--- src/rtl/audio_pkg.sv ---
// Shared audio-interface definitions used by both the ADC capture path and
// the DAC transmit path, so both sides agree on frame geometry.
package audio_pkg;

    localparam int AUDIO_DATA_W      = 16;
    localparam int AUDIO_FRAME_LEN   = 250;
    localparam int AUDIO_DATA_OFFSET = 1;

    typedef logic signed [AUDIO_DATA_W-1:0] audio_sample_t;

    typedef enum logic {
        IDLE = 1'b0,
        RUN  = 1'b1
    } audio_state_t;

    // Counter width needed to hold 0..frame_len-1 (at least one bit).
    function automatic int audio_cnt_w(input int frame_len);
        return (frame_len > 1) ? $clog2(frame_len) : 1;
    endfunction

endpackage

--- src/rtl/audio_frame_timer.sv ---
// Frame timer: owns the IDLE/RUN state, the position counter inside a stereo
// frame and the one-cycle frame-sync pulse at position 0.
module audio_frame_timer
    import audio_pkg::*;
#(
    parameter int FRAME_LEN = AUDIO_FRAME_LEN,
    parameter int CNT_W     = audio_cnt_w(FRAME_LEN)
) (
    input  logic             clk,
    input  logic             reset,
    input  logic             enable,
    output logic [CNT_W-1:0] cnt,
    output logic             sync,
    output logic             running
);

    localparam logic [CNT_W-1:0] CNT_LAST = CNT_W'(FRAME_LEN - 1);
    localparam logic [CNT_W-1:0] CNT_ONE  = CNT_W'(1);
    localparam logic [CNT_W-1:0] CNT_ZERO = {CNT_W{1'b0}};

    audio_state_t     state_r;
    logic [CNT_W-1:0] cnt_r;
    logic             sync_r;

    // State machine: count positions while enabled, pulse sync whenever the
    // next position is 0 so the pulse lines up exactly with cnt == 0.
    always_ff @(posedge clk or posedge reset) begin
        if (reset) begin
            state_r <= IDLE;
            cnt_r   <= CNT_ZERO;
            sync_r  <= 1'b0;
        end else begin
            case (state_r)
                IDLE: begin
                    cnt_r <= CNT_ZERO;
                    if (enable) begin
                        state_r <= RUN;
                        sync_r  <= 1'b1;
                    end else begin
                        state_r <= IDLE;
                        sync_r  <= 1'b0;
                    end
                end
                RUN: begin
                    if (!enable) begin
                        state_r <= IDLE;
                        cnt_r   <= CNT_ZERO;
                        sync_r  <= 1'b0;
                    end else if (cnt_r == CNT_LAST) begin
                        cnt_r  <= CNT_ZERO;
                        sync_r <= 1'b1;
                    end else begin
                        cnt_r  <= cnt_r + CNT_ONE;
                        sync_r <= 1'b0;
                    end
                end
                default: begin
                    state_r <= IDLE;
                    cnt_r   <= CNT_ZERO;
                    sync_r  <= 1'b0;
                end
            endcase
        end
    end

    assign cnt     = cnt_r;
    assign sync    = sync_r;
    assign running = (state_r == RUN);

endmodule

--- src/rtl/audio_adc_rx.sv ---
// Codec ADC capture: drives the DSP-mode frame sync, deserialises the
// MSB-first left/right words and hands each stereo pair downstream through a
// valid/ready handshake with a sticky overrun flag.
module audio_adc_rx
    import audio_pkg::*;
#(
    parameter int DATA_W      = AUDIO_DATA_W,
    parameter int FRAME_LEN   = AUDIO_FRAME_LEN,
    parameter int DATA_OFFSET = AUDIO_DATA_OFFSET
) (
    input  logic              clk,
    input  logic              reset,
    input  logic              enable,
    output logic              aud_adclrck,
    input  logic              aud_adcdat,
    output logic [DATA_W-1:0] sample_left,
    output logic [DATA_W-1:0] sample_right,
    output logic              sample_valid,
    input  logic              sample_ready,
    output logic              overrun,
    input  logic              clr_overrun
);

    localparam int CNT_W = audio_cnt_w(FRAME_LEN);

    // Window boundaries inside the frame; R_END is exclusive.
    localparam logic [CNT_W-1:0] L_FIRST  = CNT_W'(DATA_OFFSET);
    localparam logic [CNT_W-1:0] R_FIRST  = CNT_W'(DATA_OFFSET + DATA_W);
    localparam logic [CNT_W-1:0] R_END    = CNT_W'(DATA_OFFSET + 2 * DATA_W);
    localparam logic [CNT_W-1:0] LAST_BIT = CNT_W'(DATA_OFFSET + 2 * DATA_W - 1);

    logic [CNT_W-1:0]  cnt_s;
    logic              sync_s;
    logic              running_s;

    logic              shift_left_s;
    logic              shift_right_s;
    logic              complete_s;
    logic              take_s;
    logic              drop_s;
    logic [DATA_W-1:0] right_next_s;

    logic [DATA_W-1:0] left_sh_r;
    logic [DATA_W-1:0] right_sh_r;
    logic [DATA_W-1:0] left_r;
    logic [DATA_W-1:0] right_r;
    logic              valid_r;
    logic              ovr_r;

    audio_frame_timer #(
        .FRAME_LEN (FRAME_LEN),
        .CNT_W     (CNT_W)
    ) u_timer (
        .clk     (clk),
        .reset   (reset),
        .enable  (enable),
        .cnt     (cnt_s),
        .sync    (sync_s),
        .running (running_s)
    );

    // Decode which bit window the current position falls in and whether the
    // frame completes on this edge (the edge that samples the last right bit,
    // so the pair is visible one cycle after that bit).
    always_comb begin
        shift_left_s  = 1'b0;
        shift_right_s = 1'b0;
        complete_s    = 1'b0;
        if (running_s) begin
            shift_left_s  = (cnt_s >= L_FIRST) && (cnt_s < R_FIRST);
            shift_right_s = (cnt_s >= R_FIRST) && (cnt_s < R_END);
            complete_s    = enable && (cnt_s == LAST_BIT);
        end else begin
            shift_left_s  = 1'b0;
            shift_right_s = 1'b0;
            complete_s    = 1'b0;
        end
        right_next_s = {right_sh_r[DATA_W-2:0], aud_adcdat};
        take_s       = complete_s && (!valid_r || sample_ready);
        drop_s       = complete_s && valid_r && !sample_ready;
    end

    // Deserialisers: shift the raw codec bit in MSB-first during each window.
    always_ff @(posedge clk or posedge reset) begin
        if (reset) begin
            left_sh_r  <= {DATA_W{1'b0}};
            right_sh_r <= {DATA_W{1'b0}};
        end else begin
            if (shift_left_s) begin
                left_sh_r <= {left_sh_r[DATA_W-2:0], aud_adcdat};
            end
            if (shift_right_s) begin
                right_sh_r <= right_next_s;
            end
        end
    end

    // Output stage: load a finished pair when the slot is free or being
    // consumed this cycle, otherwise drop it and flag the overrun.
    always_ff @(posedge clk or posedge reset) begin
        if (reset) begin
            left_r  <= {DATA_W{1'b0}};
            right_r <= {DATA_W{1'b0}};
            valid_r <= 1'b0;
            ovr_r   <= 1'b0;
        end else begin
            if (take_s) begin
                left_r  <= left_sh_r;
                right_r <= right_next_s;
                valid_r <= 1'b1;
            end else if (valid_r && sample_ready) begin
                valid_r <= 1'b0;
            end
            if (drop_s) begin
                ovr_r <= 1'b1;
            end else if (clr_overrun) begin
                ovr_r <= 1'b0;
            end
        end
    end

    assign aud_adclrck  = sync_s;
    assign sample_left  = left_r;
    assign sample_right = right_r;
    assign sample_valid = valid_r;
    assign overrun      = ovr_r;

endmodule

--- config.mk ---
export PLATFORM = sky130hd
export DESIGN_NAME = audio_adc_rx
export DESIGN_NICKNAME = d
export VERILOG_FILES = /design/src/rtl/audio_pkg.sv /design/src/rtl/audio_frame_timer.sv /design/src/rtl/audio_adc_rx.sv
export SDC_FILE = /design/constraint.sdc
export NUM_CORES = 1
export LEC_CHECK = 0
export ABC_AREA = 1
export CAP_MARGIN = 15
export CORE_UTILIZATION = 50
export DETAILED_ROUTE_END_ITERATION = 8
export GPL_TIMING_DRIVEN = 0
export PLACE_DENSITY = 0.73
export SLEW_MARGIN = 10
export SYNTH_ARGS = -nofsm -noshare
export SYNTH_HDL_FRONTEND = slang
export SYNTH_SLANG_ARGS = --single-unit
--- constraint.sdc ---
create_clock -name clk -period 2.5 [get_ports clk]
set_input_delay 0.25 -clock clk [delete_from_list [all_inputs] [get_ports clk]]
set_output_delay 0.25 -clock clk [all_outputs]
set_load 0.01 [all_outputs]
==> flow_summary.ini, run 1 <==
[critical_path]
cpMaxStageDelayCell = dfrtp_1
cp-end-kind = register
crit_fanout = 10
cp.required_ns = 2.74
cp-start-kind = register
path_class = reg2reg
startpoint = u_timer.cnt[0]
path_depth = 8
crit_path_end = sample_left[12]
reg2reg_depth = 8
cp_top_family = simple AND/OR/NAND/NOR gates
r2r_setup_slack_ns = 0.86
r2r_end = sample_left[12]
crit_buf_inv = 2
critical_path_arrival_ns = 1.88
critical_path.max_stage_delay_ns = 0.43
timing.rr.start = u_timer.cnt[0]
crit_chain = inv_1 > ha_1 > nand3_1 > nor2_1 > nand3_4 > buf_6 > nand2_2 > o21ai_2

[power_and_ir_drop]
powerDensity_nw_per_um2 = 611
p_leak_nw = 2.00
ir_worst_vdd_v = 0.000470

[yosys]
yosysSeqAreaShare = 0.538
ys_ff_latch = 75
avgSynthCellArea_um2 = 9.63
syn-num-nets = 372
yosys_warnings = 0
synth_cell_types = 26
syn_inst = 362
synthesis.area_um2 = 3490

[cts]
cts_tree = built
clk_path_buf_depth = 2
cts-resized-gates = 0
htreeDepth = 3
clk_latency_ns = 0.35
holdBufCountCts = 0
numCtsBuffers = 9
path_clk_slew_ns = 0.08
cts_setup_buffers = 0
cts_sinks = 75
cts_root_buffer = clkbuf_8

[floorplanning]
fp.dieArea_um2 = 7310
ioPinCount = 41
core_um2 = 6760
rows = 30
start_util = 0.516
fp.dieH_um = 85.5
die_w_um = 85.5

[drt]
via_per_inst = 4.98
wl_per_cell_um = 12.7
first_pass_iters = 4
totalWireLength_mm = 6.31
initialDrtViolationCount = 132
antenna_left = 0
post-route-drc-count = 0
vias = 2487

[timing]
hold_viol_final = 0
clock_skew_ns = 0.00952
slew_headroom = 0.776
period_share = 0.656
timing.fmax_mhz = 610
drv_slew = 0
min_period_ns = 1.64
fin_setup_tns_ns = 0
tightest_slew_ns = 0.336
rsz0062_at_grt = no
setup_violations = 0

[placement]
dpl_cell_area_um2 = 4020
dp_cells = 483
port_buffers = 40
gp_congestion = 0.802
hpwl_mm = 4.45

[grt]
met1_usage = 0.256
grt_pass1_vias = 2429
overflow = 0
met3_usage = 0.0346
grt_first_pass_wirelength_mm = 11.0
grt_max_degree = 52
busiest_layer = met2
grt_antenna_before_repair = 0
grtUsageMet2 = 0.312
grt_util_all_layers = 0.193

[cells_and_area]
area_growth_pct = 21.4
drive_gt1_frac = 0.258
stdcell_area_um2 = 4230
fin_cells = 499
layout.nets = 424
n_antenna_cell = 0
final_common_cell = nand2_1
final_util = 0.626
mostFrequentLayoutCells = 83 x nand2_1, 75 x dfrtp_1, 44 x inv_1, 40 x clkdlybuf4s50_1, 37 x nand3_1

[run_status]
status = finished, final reports clean

[min_path]
hold_class = in2async

[flow_run]
maxCapViolCount = 0
==> worst register-to-register path, delay by kind of cell, from the launching register on <==
family	cells	cell delay, ns
AND/OR/NAND/NOR	4	0.58
flip-flops	1	0.43
buffers and inverters	2	0.34
adder cells (fa/ha/maj)	1	0.14
AO/OA/AOI/OAI	1	0.05
==> metal layers <==
metal	wire length, um	share of wire
met4	104	0.016
met2	3030	0.48
met5	0	0
met3	160	0.025
met1	3020	0.48
==> cell usage after synthesis, drive strengths merged <==
| cell type | n | area (um2) |
|---|---|---|
| o21ai | 36 | 300 |
| nand4 | 2 | 12.5 |
| dfrtp | 75 | 1880 |
| nand3 | 41 | 240 |
| inv | 49 | 184 |
| ha | 4 | 50.1 |
| buf | 13 | 134 |
| a31oi | 1 | 6.26 |
| xor2 | 1 | 8.76 |
| nand2 | 116 | 523 |
| nor3 | 3 | 15.0 |
| a21oi | 2 | 32.5 |
| nor2 | 15 | 73.8 |
| a21boi | 1 | 7.51 |
| nor3b | 2 | 15.0 |
| o22ai | 1 | 6.26 |
==> cell type report <==
class / instances / area [um2]
flip-flops and latches: 75 / 1880
clock inverters: 6 / 88.8
fillers: 564 / 2520
multi-input cells: 225 / 1290
well taps: 80 / 100
clock buffers: 10 / 128
repair buffers: 41 / 428
plain buffers: 13 / 134
inverters: 49 / 186
==> state kept, by name, summed over array words and instances (netlist names) <==
signal,cells
right_sh_r,15
sample_left,16
u_timer.cnt,8
left_sh_r,16
u_timer.running,1
u_timer.sync,1
sample_right,16
overrun,1
sample_valid,1
==> power breakdown <==
part / internal (mW) / switching, mW
sequential: 1.29 / 0.0612
combinational: 0.0737 / 0.138
clock: 0.564 / 0.460
==> kinds of logic (layout without fill, tap and decap cells) <==
logic type / after synthesis / after routing / synth area share
adder cells (fa/ha/maj): 4 / 4 / 0.0144
buffers and inverters: 62 / 119 / 0.0912
AND/OR/NAND/NOR: 179 / 179 / 0.252
XOR/XNOR: 1 / 1 / 0.00251
AO/OA/AOI/OAI: 41 / 41 / 0.101
flip-flops: 75 / 75 / 0.538
==> stage by stage <==
step / setup slack, ns / power (mW) / hold WS (ns)
after global routing: 0.655 / 2.70 / 0.247
after floorplan: 0.340 / 1.52 / 0.281
after CTS: 0.837 / 2.61 / 0.229
final: 0.861 / 2.58 / 0.220
after detailed placement: 0.681 / 1.59 / 0.472
after global placement: -0.891 / 1.57 / 0.462
==> worst min path at each step <==
| stage | endpoint | start | depth (start not counted) | slack (ns) |
|---|---|---|---|---|
| after floorplan | u_timer.running | enable | 0 | 0.28 |
| after global placement | right_sh_r[14] | right_sh_r[14] | 2 | 0.46 |
| after detailed placement | sample_right[9] | sample_right[9] | 2 | 0.47 |
| after CTS | sample_right[11] | reset | 2 | 0.23 |
| after global routing | sample_right[11] | reset | 2 | 0.25 |
| final | sample_right[10] | reset | 2 | 0.22 |
Power figures use the tool's default switching activity.
==> run 2, diff against run 1 <==
==> constraint.sdc (replaced) <==
create_clock -name clk -period 1.61 [get_ports clk]
set_input_delay 0.161 -clock clk [delete_from_list [all_inputs] [get_ports clk]]
set_output_delay 0.161 -clock clk [all_outputs]
set_load 0.01 [all_outputs]
==> run 2 against run 1 <==
Effect of this change:
- combinational power is 70% higher
- clock-buffer cell count up 2
- clock power is 56% higher
- setup slack got worse by 0.81 ns
- non-clock buffer count up 12
- worst hold slack lost 0.097 ns
- die area unchanged
- largest cell class unchanged
- global-route usage grew 1.3 points
==> flow_summary.ini, run 2 (synthesized netlist as in run 1, its figures left out) <==
[run_status]
status = finished, final reports clean

[critical_path]
crit_fanout = 6
r2r_end = sample_left[5]
reg2reg_depth = 8
path_class = reg2reg
r2r_setup_slack_ns = 0.05
cp.required_ns = 1.88
critical_path_arrival_ns = 1.83
timing.rr.start = u_timer.cnt[0]
cp-start-kind = register
crit_path_end = sample_left[5]
cp-end-kind = register
startpoint = u_timer.cnt[0]

[drt]
post-route-drc-count = 0
wl_per_cell_um = 13.6
antenna_left = 0
totalWireLength_mm = 6.95
first_pass_iters = 4
initialDrtViolationCount = 73
via_per_inst = 5.10
vias = 2612

[grt]
grt_max_degree = 35
grt_antenna_before_repair = 0
grt_util_all_layers = 0.206
met1_usage = 0.270
grt_pass1_vias = 2529
grt_first_pass_wirelength_mm = 11.7
busiest_layer = met2
met3_usage = 0.0289
overflow = 0
grtUsageMet2 = 0.342

[timing]
setup_violations = 0
timing.fmax_mhz = 643
period_share = 0.966
drv_slew = 0
fin_setup_tns_ns = 0
fin_hold_ws_ns = 0.123
rsz0062_at_grt = yes
slew_headroom = 0.775
timing.final.ws_setup_ns = 0.0541
tightest_slew_ns = 0.337
clock_skew_ns = 0.00863
min_period_ns = 1.56
hold_viol_final = 0

[floorplanning]
ioPinCount = 41
core_um2 = 6760
start_util = 0.516
fp.dieArea_um2 = 7310
die_w_um = 85.5
rows = 30
fp.dieH_um = 85.5

[placement]
dp_slack_ns = -0.133
port_buffers = 40
dpl_cell_area_um2 = 4030
dp_cells = 484
hpwl_mm = 4.62
gp_congestion = 0.770

[cells_and_area]
stdcell_area_um2 = 4500
area_growth_pct = 29.1
fin_cells = 512
final_common_cell = nand2_1
mostFrequentLayoutCells = 82 x nand2_1, 74 x dfrtp_1, 42 x inv_1, 40 x clkdlybuf4s50_1, 36 x nand3_1
final_util = 0.666
drive_gt1_frac = 0.294
n_antenna_cell = 0
layout.nets = 437

[cts]
cts_sinks = 75
path_clk_slew_ns = 0.08
cts_tree = built
cts_root_buffer = clkbuf_8
clk_latency_ns = 0.34
numCtsBuffers = 9
clk_path_buf_depth = 2
htreeDepth = 3

[power_and_ir_drop]
ir_worst_vdd_v = 0.000719
p_clk_frac = 0.393
total_power_mw = 4.05
p_leak_nw = 2.13
intPower_mw = 3.05
powerDensity_nw_per_um2 = 899
swShare = 0.247
pwr-share-comb = 0.089
pwr-share-seq = 0.518
p_sw_mw = 1.00

[min_path]
hold_class = in2async

[flow_run]
maxCapViolCount = 0
-- run 2: what timing repair did --
| action | CTS | global route |
|---|---|---|
| hold buffers | 0 | 0 |
| setup buffers | 6 | 2 |
| setup endpoints to repair | 32 | 41 |
| gates cloned | 3 | 1 |
| pin swaps | 2 | 2 |
| gates resized for setup | 13 | 8 |
-- run 2: how the worst min path moves through the flow --
stage	endpoint	slack (ns)	cells after the start
6_report	u_timer.cnt[6]	0.12	2
5_1_grt	sample_valid	0.14	2
4_1_cts	overrun	0.13	2
3_5_place_dp	right_sh_r[14]	0.46	2
3_3_place_gp	right_sh_r[14]	0.46	2
2_1_floorplan	u_timer.running	0.19	0
-- run 2: power by group through the flow --
stage          Clock (mW)  Sequential, mW  Combinational [mW]
3_3_place_gp            0            2.13               0.317
2_1_floorplan           0            2.11               0.254
4_1_cts              1.62            2.09               0.354
6_report             1.59            2.10               0.358
3_5_place_dp            0            2.13               0.340
5_1_grt              1.68            2.12               0.413
-- run 2: final cells by class --
type | count | area [um2]
Multi-Input combinational cell | 226 | 1350
Clock buffer | 12 | 145
Buffer | 13 | 163
Tap cell | 80 | 100
Sequential cell | 75 | 1880
Timing Repair Buffer | 53 | 602
Clock inverter | 4 | 73.8
Fill cell | 543 | 2260
Inverter | 49 | 188
-- run 2: critical path: stages, from the launching register on --
cell and delay, ns:
dfrtp_1 0.40, inv_2 0.09, ha_4 0.15, nand3_4 0.08
nor2_4 0.13, buf_6 0.13, nand3_4 0.18, clkbuf_16 0.24
o21ai_2 0.10
-- run 2: per-layer routing --
layer  share of wire  up-vias
met5               0        -
met4           0.020        0
met3           0.029       14
met2            0.50       48
met1            0.45     1285
li1                -     1265
